$ cat src/rtl/wb_commit_stage.sv
// wb_commit_stage
//   Final pipeline stage: decodes the stage-3 opcode, commits register-file
//   writes one cycle after acceptance, and waits for load data.
//   A load that sees no data within TMO cycles is abandoned and flagged.
//   The last committed write is kept in a forward register for bypassing.
//
// Parameters
//   DW       data width
//   AW       register-address width
//   TMO      maximum load-wait cycles (2..255)
//   R0_ZERO  1 = writes to register 0 are dropped
//
// Ports
//   clk, rst               clock, synchronous active-high reset
//   in_valid, opcode, rd   incoming instruction and destination register
//   rs1_val, alu_val,
//   imm_val                write-data sources for MOVE / ALU / MOVEI
//   mem_rdata, mem_rvalid  load return data and its valid strobe
//   in_ready, stall        stage can accept / cannot accept (state decode)
//   wb_en, wb_addr,
//   wb_data                registered register-file write port
//   fwd_valid, fwd_addr,
//   fwd_data               last committed write
//   illegal_op, mem_err    one-cycle error pulses
//   wb_count               committed-write counter (wraps)
module wb_commit_stage #(
  parameter int DW      = 32,
  parameter int AW      = 5,
  parameter int TMO     = 16,
  parameter int R0_ZERO = 1
) (
  input  logic          clk,
  input  logic          rst,
  input  logic          in_valid,
  input  logic [5:0]    opcode,
  input  logic [AW-1:0] rd,
  input  logic [DW-1:0] rs1_val,
  input  logic [DW-1:0] alu_val,
  input  logic [DW-1:0] imm_val,
  input  logic [DW-1:0] mem_rdata,
  input  logic          mem_rvalid,
  output logic          in_ready,
  output logic          stall,
  output logic          wb_en,
  output logic [AW-1:0] wb_addr,
  output logic [DW-1:0] wb_data,
  output logic          fwd_valid,
  output logic [AW-1:0] fwd_addr,
  output logic [DW-1:0] fwd_data,
  output logic          illegal_op,
  output logic          mem_err,
  output logic [15:0]   wb_count
);

  typedef enum logic {IDLE, WAIT_MEM} state_t;

  localparam logic [7:0] TMO_LAST = 8'(TMO - 1);

  state_t        state, state_nxt;
  logic [7:0]    wait_cnt, wait_cnt_nxt;
  logic [AW-1:0] ld_rd, ld_rd_nxt;

  logic          wr_req;
  logic [AW-1:0] wr_addr;
  logic [DW-1:0] wr_data;
  logic          wr_commit;
  logic          illegal_nxt;
  logic          mem_err_nxt;

  assign in_ready = (state == IDLE);
  assign stall    = ~in_ready;

  // State register, wait counter and the latched load destination.
  always_ff @(posedge clk) begin
    if (rst) begin
      state    <= IDLE;
      wait_cnt <= '0;
      ld_rd    <= '0;
    end else begin
      state    <= state_nxt;
      wait_cnt <= wait_cnt_nxt;
      ld_rd    <= ld_rd_nxt;
    end
  end

  // Decode and next-state logic. Produces a write request that the output
  // register below commits on the following edge; mem_rvalid only matters
  // while waiting, so a coincident strobe at LOAD acceptance is ignored.
  always_comb begin
    state_nxt    = state;
    wait_cnt_nxt = wait_cnt;
    ld_rd_nxt    = ld_rd;
    wr_req       = 1'b0;
    wr_addr      = rd;
    wr_data      = alu_val;
    illegal_nxt  = 1'b0;
    mem_err_nxt  = 1'b0;
    case (state)
      IDLE: begin
        if (in_valid) begin
          case (opcode)
            6'h00, 6'h03: ;
            6'h01, 6'h02, 6'h06, 6'h07, 6'h08, 6'h09, 6'h0A, 6'h0B,
            6'h0C, 6'h0D, 6'h0E, 6'h0F, 6'h11, 6'h12, 6'h13, 6'h14: begin
              wr_req  = 1'b1;
              wr_data = alu_val;
            end
            6'h04: begin
              ld_rd_nxt    = rd;
              wait_cnt_nxt = '0;
              state_nxt    = WAIT_MEM;
            end
            6'h05: begin
              wr_req  = 1'b1;
              wr_data = rs1_val;
            end
            6'h10: begin
              wr_req  = 1'b1;
              wr_data = imm_val;
            end
            default: illegal_nxt = 1'b1;
          endcase
        end
      end
      WAIT_MEM: begin
        wr_addr = ld_rd;
        wr_data = mem_rdata;
        if (mem_rvalid) begin
          wr_req       = 1'b1;
          state_nxt    = IDLE;
          wait_cnt_nxt = '0;
        end else if (wait_cnt == TMO_LAST) begin
          mem_err_nxt  = 1'b1;
          state_nxt    = IDLE;
          wait_cnt_nxt = '0;
        end else begin
          wait_cnt_nxt = wait_cnt + 8'd1;
        end
      end
      default: state_nxt = IDLE;
    endcase
  end

  // Register-0 suppression only drops the write; FSM movement is unaffected.
  assign wr_commit = wr_req && !((R0_ZERO != 0) && (wr_addr == '0));

  // Registered write port, forward register, pulses and commit counter.
  // The write port holds its last value when idle, except that an illegal
  // opcode drives all-ones onto wb_data as a visible marker.
  always_ff @(posedge clk) begin
    if (rst) begin
      wb_en      <= 1'b0;
      wb_addr    <= '0;
      wb_data    <= '0;
      fwd_valid  <= 1'b0;
      fwd_addr   <= '0;
      fwd_data   <= '0;
      illegal_op <= 1'b0;
      mem_err    <= 1'b0;
      wb_count   <= '0;
    end else begin
      wb_en      <= wr_commit;
      illegal_op <= illegal_nxt;
      mem_err    <= mem_err_nxt;
      if (wr_commit) begin
        wb_addr   <= wr_addr;
        wb_data   <= wr_data;
        fwd_valid <= 1'b1;
        fwd_addr  <= wr_addr;
        fwd_data  <= wr_data;
        wb_count  <= wb_count + 16'd1;
      end else if (illegal_nxt) begin
        wb_data <= '1;
      end
    end
  end

endmodule

$ cat config.mk
export PLATFORM = sky130hd
export DESIGN_NAME = wb_commit_stage
export DESIGN_NICKNAME = d
export VERILOG_FILES = /design/src/rtl/wb_commit_stage.sv
export SDC_FILE = /design/constraint.sdc
export NUM_CORES = 1
export LEC_CHECK = 0
export BUFFER_PORTS_ARGS = -buffer_cell sky130_fd_sc_hd__buf_2
export CAP_MARGIN = 5
export CORE_ASPECT_RATIO = 1.75
export CORE_MARGIN = 2
export CORE_UTILIZATION = 46
export DETAILED_ROUTE_END_ITERATION = 12
export PLACE_DENSITY = 0.9
export SETUP_SLACK_MARGIN = 0.4
export SLEW_MARGIN = 10
export SYNTH_ARGS = -nofsm -noshare
export SYNTH_HDL_FRONTEND = slang
export SYNTH_SLANG_ARGS = --single-unit
$ cat constraint.sdc
create_clock -name clk -period 2.2 [get_ports clk]
set_input_delay 0.11 -clock clk [delete_from_list [all_inputs] [get_ports clk]]
set_output_delay 0.11 -clock clk [all_outputs]
set_load 0.01 [all_outputs]
======== Word level (Yosys, flattened, before mapping) ========
Index checks and enable logic that the tools add are counted.
storage, ports and cells
  ROM bits ................................ 0
  latch bits .............................. 0
  output and inout bits ................... 96
  memory bits (writable) .................. 0
  flip-flop bits (word level) ............. 103
  input bits .............................. 143
  memories kept ........................... 0
  word-level logic and storage cells ...... 71
cells by class
  order comparisons ....................... 0
  $mul .................................... 0
  equal/unequal tests ..................... 23
  bitwise logic cells ..................... 1
  shifts and indexed selects .............. 0
  divide/modulo/power cells ............... 0
  $add $sub $neg .......................... 2
  muxes and demuxes ....................... 24
  reduce and logical (&&, ||, !) cells .... 10
operators with widths
  operator                                                                count
  32-bit one-hot mux with 2 select lines                                  2
  32-bit 2-to-1 mux                                                       3
  6-bit by 4-bit equality test with 1-bit output (second input constant)  8
  8-bit 2-to-1 mux                                                        4
  6-bit by 5-bit equality test with 1-bit output (second input constant)  5
  6-bit by 3-bit equality test with 1-bit output (second input constant)  4
  21-bit OR reduction                                                     1
  18-bit OR reduction                                                     1
  16-bit by 1-bit adder with 16-bit output (second input constant)        1
  8-bit one-hot mux with 2 select lines                                   1
  6-bit by 2-bit equality test with 1-bit output (second input constant)  2
  1-bit 2-to-1 mux                                                        11
  8-bit by 1-bit adder with 8-bit output (second input constant)          1
  8-bit by 4-bit equality test with 1-bit output (second input constant)  1
  6-bit by 1-bit equality test with 1-bit output (second input constant)  1
  6-bit logical NOT                                                       1
  5-bit logical NOT                                                       1
  5-bit 2-to-1 mux                                                        1
  1-bit one-hot mux with 2 select lines                                   2
  3-bit AND reduction                                                     1
  3-bit OR reduction                                                      1
  2-bit by 1-bit != test with 1-bit output (second input constant)        1
  2-bit != test (second input constant)                                   1
  2-bit AND reduction                                                     1
  other kinds (4)                                                         4

======== Depth between registers and ports, before layout ========
Gate-level depths: netlist (run 1).
  depth after elaboration ................. 7
  mapped depth ............................ 9
  mapped depth without buffers ............ 6

======== Worst setup path after synthesis (run 1) ========
No wires, ideal clock.
  kind .................................... register to register
  start ................................... register state (netlist: stall)
  end ..................................... register wb_count[12]
  setup time .............................. 71 ps
  required time ........................... 2,129 ps
  clock period less this slack ............ 2,102 ps
  slack ................................... 98 ps
  stages on the path, launching flop included .. 9
  buffers on the path ..................... 3
  data arrival time ....................... 2,031 ps
  cells stage by stage .................... dfxtp_1 > buf_2 > nand2b_1 > a2111o_1 > and2_1 > buf_6 > buf_6 > or4_1 > a21oi_1
between the ends
  longest elaborated chain between the ends .. 4
  elaborated cells on any way between the ends .. 6
  those cells by class .................... mux: 2; bitwise: 1; reduce/logical: 3
ends and longest elaborated chain
  element                   line  RTL
  start: declaration        59    state_t state, state_nxt;
  start signal: assignment  80    state <= state_nxt;
  5-bit 2-to-1 mux          98    case (state)
  5-bit logical NOT         145   assign wr_commit = wr_req && !((R0_ZERO != 0) && (wr_addr == '0));
  1-bit logical NOT         145
  1-bit logical AND *       145
  end signal: assignment    171   wb_count <= wb_count + 16'd1;
  end: declaration          52    output logic [15:0] wb_count
Mark *: on every way between the ends. The rest lies on a longest branch, timed or not.
A chain may end at the register's enable or synchronous reset.

======== Worst setup path in the final report (run 1) ========
  start ................................... register state (netlist: stall)
  end ..................................... register wb_count[9]
Same word-level chain as after synthesis.

==> results.sh, run 1 <==
export IMPL_status="completed"
export IMPL_cts_tree="yes"
export IMPL_hpwl_um=11400
export IMPL_p_leak_nw=3.04
export IMPL_skew_ns=0.00605
export IMPL_clk_pin_slew_ns=0.07
export IMPL_slew_headroom_pct=59.2
export IMPL_die_w_um=81.8
export IMPL_core_um2=10300
export IMPL_grt_pass1_vias=5142
export IMPL_synth_edf_count=0
export IMPL_finalWorstPathRequiredPeriod_ns=1.85
export IMPL_antenna_found_initial=1
export IMPL_hp_class="in -> reg"
export IMPL_syn_nets=689
export IMPL_critPathLaunchType="flip-flop"
export IMPL_crit_arrival_ns=2.11
export IMPL_hold_viol=0
export IMPL_num_rows=49
export IMPL_vias=5525
export IMPL_wl_um=17200
export IMPL_setup_ws_ns=0.350
export IMPL_layout_nets=910
export IMPL_cts_root_buffer="clkbuf_16"
export IMPL_portBuffers=238
export IMPL_avgRoutedWirePerCell_um=19.1
export IMPL_ys_warn_count=0
export IMPL_die_area_um2=11500
export IMPL_gp_congestion=0.807
export IMPL_layout_common_cells="buf_2, dfxtp_1, a21oi_1"
export IMPL_crit_type="reg -> reg"
export IMPL_clk_latency_ns=0.34
export IMPL_synth_cells=544
export IMPL_worst_pin_slew_ns=0.611
export IMPL_post_route_period_util_pct=84.1
export IMPL_dp_slack_ns=0.242
export IMPL_vias_per_cell=6.15
export IMPL_grt_pass1_wl_um=24800
export IMPL_yosysUniqueCellTypes=48
export IMPL_setup_tns_ns=0
export IMPL_ant_nets=0
export IMPL_drtIter0Drc=430
export IMPL_syn2layout_area_growth_pct=40.9
export IMPL_rsz0062_at_grt="true"
export IMPL_first_pass_iters=9
export IMPL_synthArstFlopShare_pct=0
export IMPL_final_common_cell="buf_2"
export IMPL_drc=0
export IMPL_ys_ff_latch=103
export IMPL_ys_seq_area_share_pct=42.3
export IMPL_ir_worst_vdd_mv=0.388
export IMPL_required_ns=2.46
export IMPL_maxCapViolations=0
export IMPL_start_util_pct=47.3
export IMPL_max_freq_mhz=541
export IMPL_clk_path_buf_depth=2
export IMPL_syn_area_per_cell_um2=8.96
export IMPL_grt_overflow_total=0
export IMPL_synth_flop_cell="dfxtp_1"
export IMPL_p_per_area_nw_per_um2=641
export IMPL_grt_usage_pct=27.6
export IMPL_htree_levels=3
export IMPL_slew_viol_final=0
export IMPL_setup_viol=0
export IMPL_pin_count=239
export IMPL_drive_gt1_share_pct=43.0
export IMPL_clock_sinks=103
export IMPL_grt_max_degree=71
export IMPL_critPathCaptureType="flip-flop"
export IMPL_die_y_um=140
export IMPL_syn_area_um2=4870
export IMPL_cp_max_fo=13
export IMPL_cts_buffers=9
==> per-stage QoR <==
stage	hold slack (ns)	instances	power (mW)	util (%)	area, um^2
floorplan	0.254	544	2.41	-	4920
global placement	0.382	866	2.73	60.0	6180
detailed placement	0.392	866	2.75	60.0	6180
CTS	0.0487	884	4.34	63.5	6540
global route	0.0430	898	4.57	66.7	6870
finish	0.0597	898	4.41	66.7	6870
==> report_power, final <==
group | internal [mW] | switching [mW] | leakage [nW]
clock | 0.887 | 0.712 | 0.150
combinational | 0.348 | 0.430 | 2.04
sequential | 1.97 | 0.0582 | 0.846
total | 3.21 | 1.20 | 3.04
==> state kept, by name, summed over array words and instances (netlist names) <==
register	count
fwd_data	32
wb_data	32
wb_count	16
wait_cnt	8
fwd_addr	5
ld_rd	5
fwd_valid	1
illegal_op	1
mem_err	1
stall	1
wb_en	1
==> critical path: stages (launching register included) <==
cell	delay, ns
dfxtp_4	0.38
nand2b_4	0.14
a2111o_1	0.34
and2_4	0.21
buf_12	0.14
or4_1	0.41
a21oi_1	0.14
==> cells in the mapped netlist (4+ instances only) <==
master | number | area, um^2
or4_1 | 8 | 60.1
buf_2 | 12 | 60.1
a21boi_0 | 32 | 240
mux2i_1 | 8 | 80.1
dfxtp_1 | 103 | 2060
a211oi_1 | 34 | 255
mux2_2 | 4 | 45.0
o21ai_0 | 10 | 50.1
nand2_1 | 13 | 48.8
nor3_1 | 5 | 25.0
nor4b_1 | 4 | 35.0
nand4_1 | 6 | 37.5
a31o_2 | 4 | 35.0
a222oi_1 | 32 | 320
a221oi_1 | 32 | 280
nor2_1 | 26 | 97.6
o31ai_1 | 8 | 60.1
nand3_1 | 10 | 50.1
a311oi_1 | 6 | 52.6
inv_1 | 40 | 150
clkbuf_1 | 38 | 143
and3_1 | 4 | 25.0
buf_4 | 5 | 37.5
a21oi_1 | 59 | 295
==> area by class of cell <==
type / instances / area [um^2]
fillers: 846 / 3430
repair buffers: 270 / 1620
multi-input cells: 341 / 2570
clock inverters: 7 / 71.3
inverters: 40 / 150
diodes: 1 / 2.50
well taps: 127 / 159
clock buffers: 9 / 225
flip-flops and latches: 103 / 2070
==> metal layers <==
| layer | track usage (%) | up-vias | share of wire, % |
|---|---|---|---|
| met5 | 0 | - | 0 |
| li1 | - | 2553 | - |
| met3 | 3.99 | 44 | 6.2 |
| met4 | 12.9 | 0 | 3.3 |
| met1 | 32.8 | 2624 | 37 |
| met2 | 47.3 | 304 | 53 |
==> worst paths after layout <==
kind / start / end / slack [ns] / depth (start not counted)
min reg2reg: wb_data[20] / wb_data[20] / 0.46 / 2
max: stall / wb_count[9] / 0.35 / 6
min: rd[1] / ld_rd[1] / 0.06 / 3
max reg2reg: stall / wb_count[9] / 0.35 / 6
==> what timing repair did <==
action | 4_1_cts | 5_1_grt
buffers inserted | 1 | 6
hold buffers | 0 | 0
endpoints found under the setup margin | 81 | 84
pin swaps | 1 | 4
hold endpoints to repair | 0 | 0
cloned | 1 | 7
resized for setup | 17 | 54
==> cells by family after synthesis <==
logic type               count (synthesis)  share of synthesized area (%)
AO/OA/AOI/OAI                          229                           34.6
flip-flops                             103                           42.3
multiplexers                            12                           2.57
AND/OR/NAND/NOR                         98                           11.1
buffers and inverters                  100                           8.86
adder cells (fa/ha/maj)                  2                          0.513
No activity file was read; power rests on OpenSTA's default activity.
==> run 2: changes to the inputs <==
--- a/config.mk
+++ b/config.mk
@@ -9,9 +9,9 @@
 export CAP_MARGIN = 5
 export CORE_ASPECT_RATIO = 1.75
 export CORE_MARGIN = 2
-export CORE_UTILIZATION = 46
+export CORE_UTILIZATION = 42
 export DETAILED_ROUTE_END_ITERATION = 12
-export PLACE_DENSITY = 0.9
+export PLACE_DENSITY = 0.87
 export SETUP_SLACK_MARGIN = 0.4
 export SLEW_MARGIN = 10
 export SYNTH_ARGS = -nofsm -noshare
==> constraint.sdc (replaced) <==
create_clock -name clk -period 1.5 [get_ports clk]
set_input_delay 0.075 -clock clk [delete_from_list [all_inputs] [get_ports clk]]
set_output_delay 0.075 -clock clk [all_outputs]
set_load 0.01 [all_outputs]
==> run 2 against run 1 <==
The run now ends with negative setup slack left. Worst hold slack better by 0.00087 ns. Register-to-register slack worse by 0.79 ns. Cell count is 9.1% higher. First-iteration DRC count is 45% higher. Sequential power is 46% higher. Global-route usage is 1.7 points higher. Clock-buffer cell count stayed put. Core utilization is 4.6 points higher. Routed wire length is 14% higher. Cell area is 19% higher. Critical path type unchanged. Critical endpoint is now wb_count[12]. Largest cell class unchanged. Largest power group unchanged.
==> results.sh, run 2 (synthesized netlist as in run 1, its figures left out) <==
export IMPL_ant_nets=0
export IMPL_drc=0
export IMPL_finalWorstPathRequiredPeriod_ns=1.94
export IMPL_critPathLaunchType="flip-flop"
export IMPL_grt_pass1_wl_um=29600
export IMPL_die_w_um=85.4
export IMPL_grt_overflow_total=0
export IMPL_post_route_period_util_pct=129
export IMPL_drive_gt1_share_pct=56.8
export IMPL_slew_headroom_pct=69.0
export IMPL_slowest_delay_ns=0.51
export IMPL_violations="negative setup slack"
export IMPL_critPathCaptureType="flip-flop"
export IMPL_skew_ns=0.00962
export IMPL_cts_tree="yes"
export IMPL_pin_count=239
export IMPL_first_pass_iters=13
export IMPL_worst_r2r_setup_slack_ns=-0.44
export IMPL_path_cells="buf_6 -> nor4b_4 -> a22oi_2 -> o21ai_2 -> buf_12 -> or4_1 -> a21oi_1"
export IMPL_cp_max_fo=12
export IMPL_p_total_mw=6.70
export IMPL_core_um2=11500
export IMPL_ir_worst_vdd_mv=0.944
export IMPL_portBuffers=238
export IMPL_p_per_area_nw_per_um2=821
export IMPL_num_rows=52
export IMPL_maxCapViolations=0
export IMPL_setup_tns_ns=-29.75
export IMPL_setup_ws_ns=-0.439
export IMPL_worst_pin_slew_ns=0.459
export IMPL_die_y_um=146
export IMPL_clk_pin_slew_ns=0.07
export IMPL_clk_path_buf_depth=2
export IMPL_syn2layout_area_growth_pct=67.5
export IMPL_clock_sinks=103
export IMPL_status="complete, but fails checks"
export IMPL_grt_max_degree=44
export IMPL_hpwl_um=11900
export IMPL_avgRoutedWirePerCell_um=19.9
export IMPL_dp_slack_ns=-0.496
export IMPL_max_freq_mhz=516
export IMPL_grt_usage_pct=29.2
export IMPL_antenna_found_initial=1
export IMPL_hold_viol=0
export IMPL_gp_congestion=0.818
export IMPL_grt_pass1_vias=5742
export IMPL_vias_per_cell=6.13
export IMPL_cts_root_buffer="clkbuf_16"
export IMPL_p_leak_nw=3.57
export IMPL_slowest_stage="or4_1"
export IMPL_crit_type="reg -> reg"
export IMPL_drtIter0Drc=625
export IMPL_rsz0062_at_grt="true"
export IMPL_final_common_cell="buf_2"
export IMPL_place_area_um2=6800
export IMPL_htree_levels=3
export IMPL_required_ns=1.77
export IMPL_start_util_pct=42.6
export IMPL_hp_class="in -> reg"
export IMPL_layout_common_cells="buf_2, dfxtp_1, buf_4"
export IMPL_cts_buffers=9
export IMPL_final_area_um2=8160
export IMPL_layout_nets=984
export IMPL_slew_viol_final=0
export IMPL_nFillCells=804
export IMPL_crit_arrival_ns=2.21
export IMPL_setup_viol=89
export IMPL_reg_top3="fwd_data (32), wb_data (32), wb_count (16)"
export IMPL_die_area_um2=12500
export IMPL_vias=6009
export IMPL_clk_latency_ns=0.35
export IMPL_wl_um=19500
run 2: timing repair:
action                                 4_1_cts  5_1_grt
endpoints found under the hold margin        2        0
pin swaps                                   10       12
buffers inserted                            11        5
gates resized for setup                     75       65
setup endpoints to repair                  104      109
cloned                                       9        3
hold buffers                                 2        0
run 2: worst max-delay path: cells and delay by family, from the launching register on:
family,cells,cell delay [ns]
simple gates,2,0.63
compound gates,3,0.58
buf+inv,2,0.29
flops,1,0.37
run 2: layer usage:
| layer | wire, um | global-route usage, % | part of all wire (%) |
|---|---|---|---|
| met5 | 0 | 0 | 0 |
| met4 | 690 | 11.0 | 3.5 |
| met3 | 1170 | 4.13 | 6.0 |
| met2 | 10400 | 52.9 | 53 |
| met1 | 7320 | 34.1 | 37 |
run 2: cell type report:
class                           instances  area [um^2]  share of cell area, %
Tap cell                              135          169                   2.07
Clock inverter                          7         63.8                  0.782
Sequential cell                       103         2080                   25.4
Timing Repair Buffer                  344         2490                   30.6
Antenna cell                            1         2.50                 0.0307
Inverter                               40          153                   1.87
Clock buffer                            9          225                   2.76
Multi-Input combinational cell        341         2980                   36.5
run 2: path summary, 6_finish.rpt:
path          startpoint            to  depth (start not counted)
max                stall  wb_count[12]                          7
min                rd[3]      ld_rd[3]                          3
max reg2reg        stall  wb_count[12]                          7
min reg2reg  wb_data[28]   wb_data[28]                          2
run 2: stage by stage:
step	utilization, %	hold slack, ns	instances
finish	71.3	0.0606	980
global route	71.3	0.0611	980
floorplan	-	0.219	544
CTS	67.7	0.0415	971
global placement	59.4	0.342	933
detailed placement	59.4	0.356	933
run 2: where the power goes:
| part | internal [mW] | switching, mW | total [mW] |
|---|---|---|---|
| Clock | 1.16 | 1.13 | 2.29 |
| Sequential | 2.89 | 0.0829 | 2.97 |
| Combinational | 0.686 | 0.753 | 1.44 |
==> run 3: changes to the inputs <==
--- a/config.mk
+++ b/config.mk
@@ -9,9 +9,9 @@
 export CAP_MARGIN = 5
 export CORE_ASPECT_RATIO = 1.75
 export CORE_MARGIN = 2
-export CORE_UTILIZATION = 42
+export CORE_UTILIZATION = 50
 export DETAILED_ROUTE_END_ITERATION = 12
-export PLACE_DENSITY = 0.87
+export PLACE_DENSITY = 0.95
 export SETUP_SLACK_MARGIN = 0.4
 export SLEW_MARGIN = 10
 export SYNTH_ARGS = -nofsm -noshare
==> constraint.sdc (replaced) <==
create_clock -name clk -period 2.38 [get_ports clk]
set_input_delay 0.119 -clock clk [delete_from_list [all_inputs] [get_ports clk]]
set_output_delay 0.119 -clock clk [all_outputs]
set_load 0.01 [all_outputs]
==> run 3 against run 2 <==
The run now ends clean. Worst hold slack improved by 0.0011 ns. Clock power is 31% lower. Total power decreased by 38%. Setup slack improved by 0.80 ns. Fmax is 4.2% lower. Global-route usage up 0.23 points. Clock-buffer cell count rose by 2. First-iteration DRC count up 5.6%. Sequential power down 37%. Critical path depth fell by 2. Flip-flop and latch count stayed put. Clock skew down 0.0021 ns. Critical path type unchanged. Largest cell class unchanged.
==> results.sh, run 3 (synthesized netlist as in run 1, its figures left out) <==
export IMPL_htree_levels=3
export IMPL_ctsHoldBuffers=0
export IMPL_portBuffers=238
export IMPL_p_leak_nw=2.94
export IMPL_worst_r2r_setup_slack_ns=0.36
export IMPL_hp_class="in -> reg"
export IMPL_layout_nets=904
export IMPL_critPathCaptureType="flip-flop"
export IMPL_setup_viol=0
export IMPL_p_total_mw=4.12
export IMPL_clk_pin_slew_ns=0.07
export IMPL_vias_per_cell=6.42
export IMPL_final_common_cell="buf_2"
export IMPL_grt_overflow_total=0
export IMPL_slew_headroom_pct=57.9
export IMPL_syn2layout_area_growth_pct=36.1
export IMPL_first_pass_iters=10
export IMPL_grt_max_degree=71
export IMPL_avgRoutedWirePerCell_um=19.8
export IMPL_vias=5687
export IMPL_drtIter0Drc=660
export IMPL_r2r_end="wb_count[15]"
export IMPL_ant_nets=0
export IMPL_clock_sinks=103
export IMPL_slew_viol_final=0
export IMPL_worst_r2r_cell_count=5
export IMPL_crit_arrival_ns=2.28
export IMPL_gp_congestion=0.904
export IMPL_ir_worst_vdd_mv=0.493
export IMPL_pin_count=239
export IMPL_cp_max_fo=7
export IMPL_drc=0
export IMPL_maxCapViolations=0
export IMPL_die_area_um2=10600
export IMPL_num_rows=47
export IMPL_status="completed"
export IMPL_cts_root_buffer="clkbuf_16"
export IMPL_die_w_um=78.6
export IMPL_worst_pin_slew_ns=0.631
export IMPL_crit_type="reg -> reg"
export IMPL_nFillCells=692
export IMPL_required_ns=2.64
export IMPL_post_route_period_util_pct=85.0
export IMPL_skew_ns=0.00754
export IMPL_finalWorstPathRequiredPeriod_ns=2.02
export IMPL_die_y_um=135
export IMPL_crit_path_end="wb_count[15]"
export IMPL_cts_tree="yes"
export IMPL_grt_pass1_vias=5339
export IMPL_wl_um=17500
export IMPL_core_um2=9470
export IMPL_antenna_found_initial=0
export IMPL_reg_top3="fwd_data (32), wb_data (32), wb_count (16)"
export IMPL_clk_path_buf_depth=2
export IMPL_grt_usage_pct=29.5
export IMPL_setup_tns_ns=0
export IMPL_critPathLaunchType="flip-flop"
export IMPL_start_util_pct=51.5
export IMPL_hpwl_um=11600
export IMPL_drive_gt1_share_pct=40.3
export IMPL_p_per_area_nw_per_um2=621
export IMPL_hold_viol=0
export IMPL_insertedDiodeCount=0
export IMPL_layout_common_cells="buf_2, dfxtp_1, a21oi_1"
export IMPL_cts_buffers=9
export IMPL_hp_start="rd[4]"
export IMPL_regToRegStartpoint="stall"
export IMPL_grt_pass1_wl_um=25100
export IMPL_max_freq_mhz=494
export IMPL_setup_worst_path_start="stall"
export IMPL_rsz0062_at_grt="true"
export IMPL_clk_latency_ns=0.34
==> run 3: changes by cell type in the layout (fill, tap and decap cells not counted), moves of 13 or more <==
| cell | before | now |
|---|---|---|
| a211oi_1 | 19 | 34 |
| a211oi_2 | 14 | 0 |
| a221oi_1 | 7 | 31 |
| a221oi_2 | 25 | 1 |
| buf_12 | 16 | 3 |
| buf_4 | 66 | 14 |
==> run 3: area by class of cell <==
class,count,area (um^2),area share (%)
Sequential cell,103,2070,31.1
Clock buffer,11,243,3.66
Clock inverter,5,81.3,1.23
Tap cell,122,153,2.30
Inverter,40,150,2.26
Multi-Input combinational cell,343,2490,37.5
Timing Repair Buffer,262,1460,21.9
==> run 3: per-stage QoR <==
stage / utilization [%] / std cells / hold WS (ns) / area, um^2 / setup WS [ns]
6_report: 70.1 / 886 / 0.0617 / 6640 / 0.357
5_1_grt: 70.1 / 886 / 0.0523 / 6640 / 0.340
4_1_cts: 67.8 / 874 / 0.0570 / 6420 / 0.379
3_5_place_dp: 64.3 / 858 / 0.400 / 6080 / 0.150
3_3_place_gp: 64.3 / 858 / 0.392 / 6080 / 0.332
2_1_floorplan: - / 544 / 0.263 / 4880 / 0.416
==> run 3: critical path, cell delays in order, from the launching register on <==
cell and delay (ns):
dfxtp_4 0.37, nand2b_4 0.15, a2111o_1 0.49, and2_2 0.28, or4_1 0.51, a21oi_1 0.14
==> run 3: report_power, final <==
part           internal [mW]  switching (mW)  total (mW)  leakage, nW
clock network          0.951           0.629        1.58        0.156
registers               1.82          0.0582        1.88        0.845
logic                  0.287           0.376       0.663         1.93
total                   3.06            1.06        4.12         2.94
==> run 3: layer usage <==
| layer | vias up | part of all wire, % | global-route usage (%) |
|---|---|---|---|
| met5 | - | 0 | 0 |
| met4 | 0 | 4.8 | 16.0 |
| met3 | 88 | 7.3 | 3.94 |
| met2 | 417 | 53 | 53.8 |
| met1 | 2645 | 35 | 32.3 |
| li1 | 2537 | - | - |
==> run 3: timing repair <==
action                     in CTS  in global routing
setup buffers                   0                  5
setup endpoints to repair      81                 85
pin swaps                       0                  3
gates cloned                    0                  7
resized for setup               6                 17
==> run 3: worst min path at each step <==
stage,endpoint,slack [ns],depth (start not counted)
after floorplan,ld_rd[0],0.26,2
after global placement,ld_rd[0],0.39,3
after detailed placement,ld_rd[1],0.40,3
after CTS,ld_rd[4],0.06,3
after global routing,ld_rd[0],0.05,3
final,ld_rd[4],0.06,3
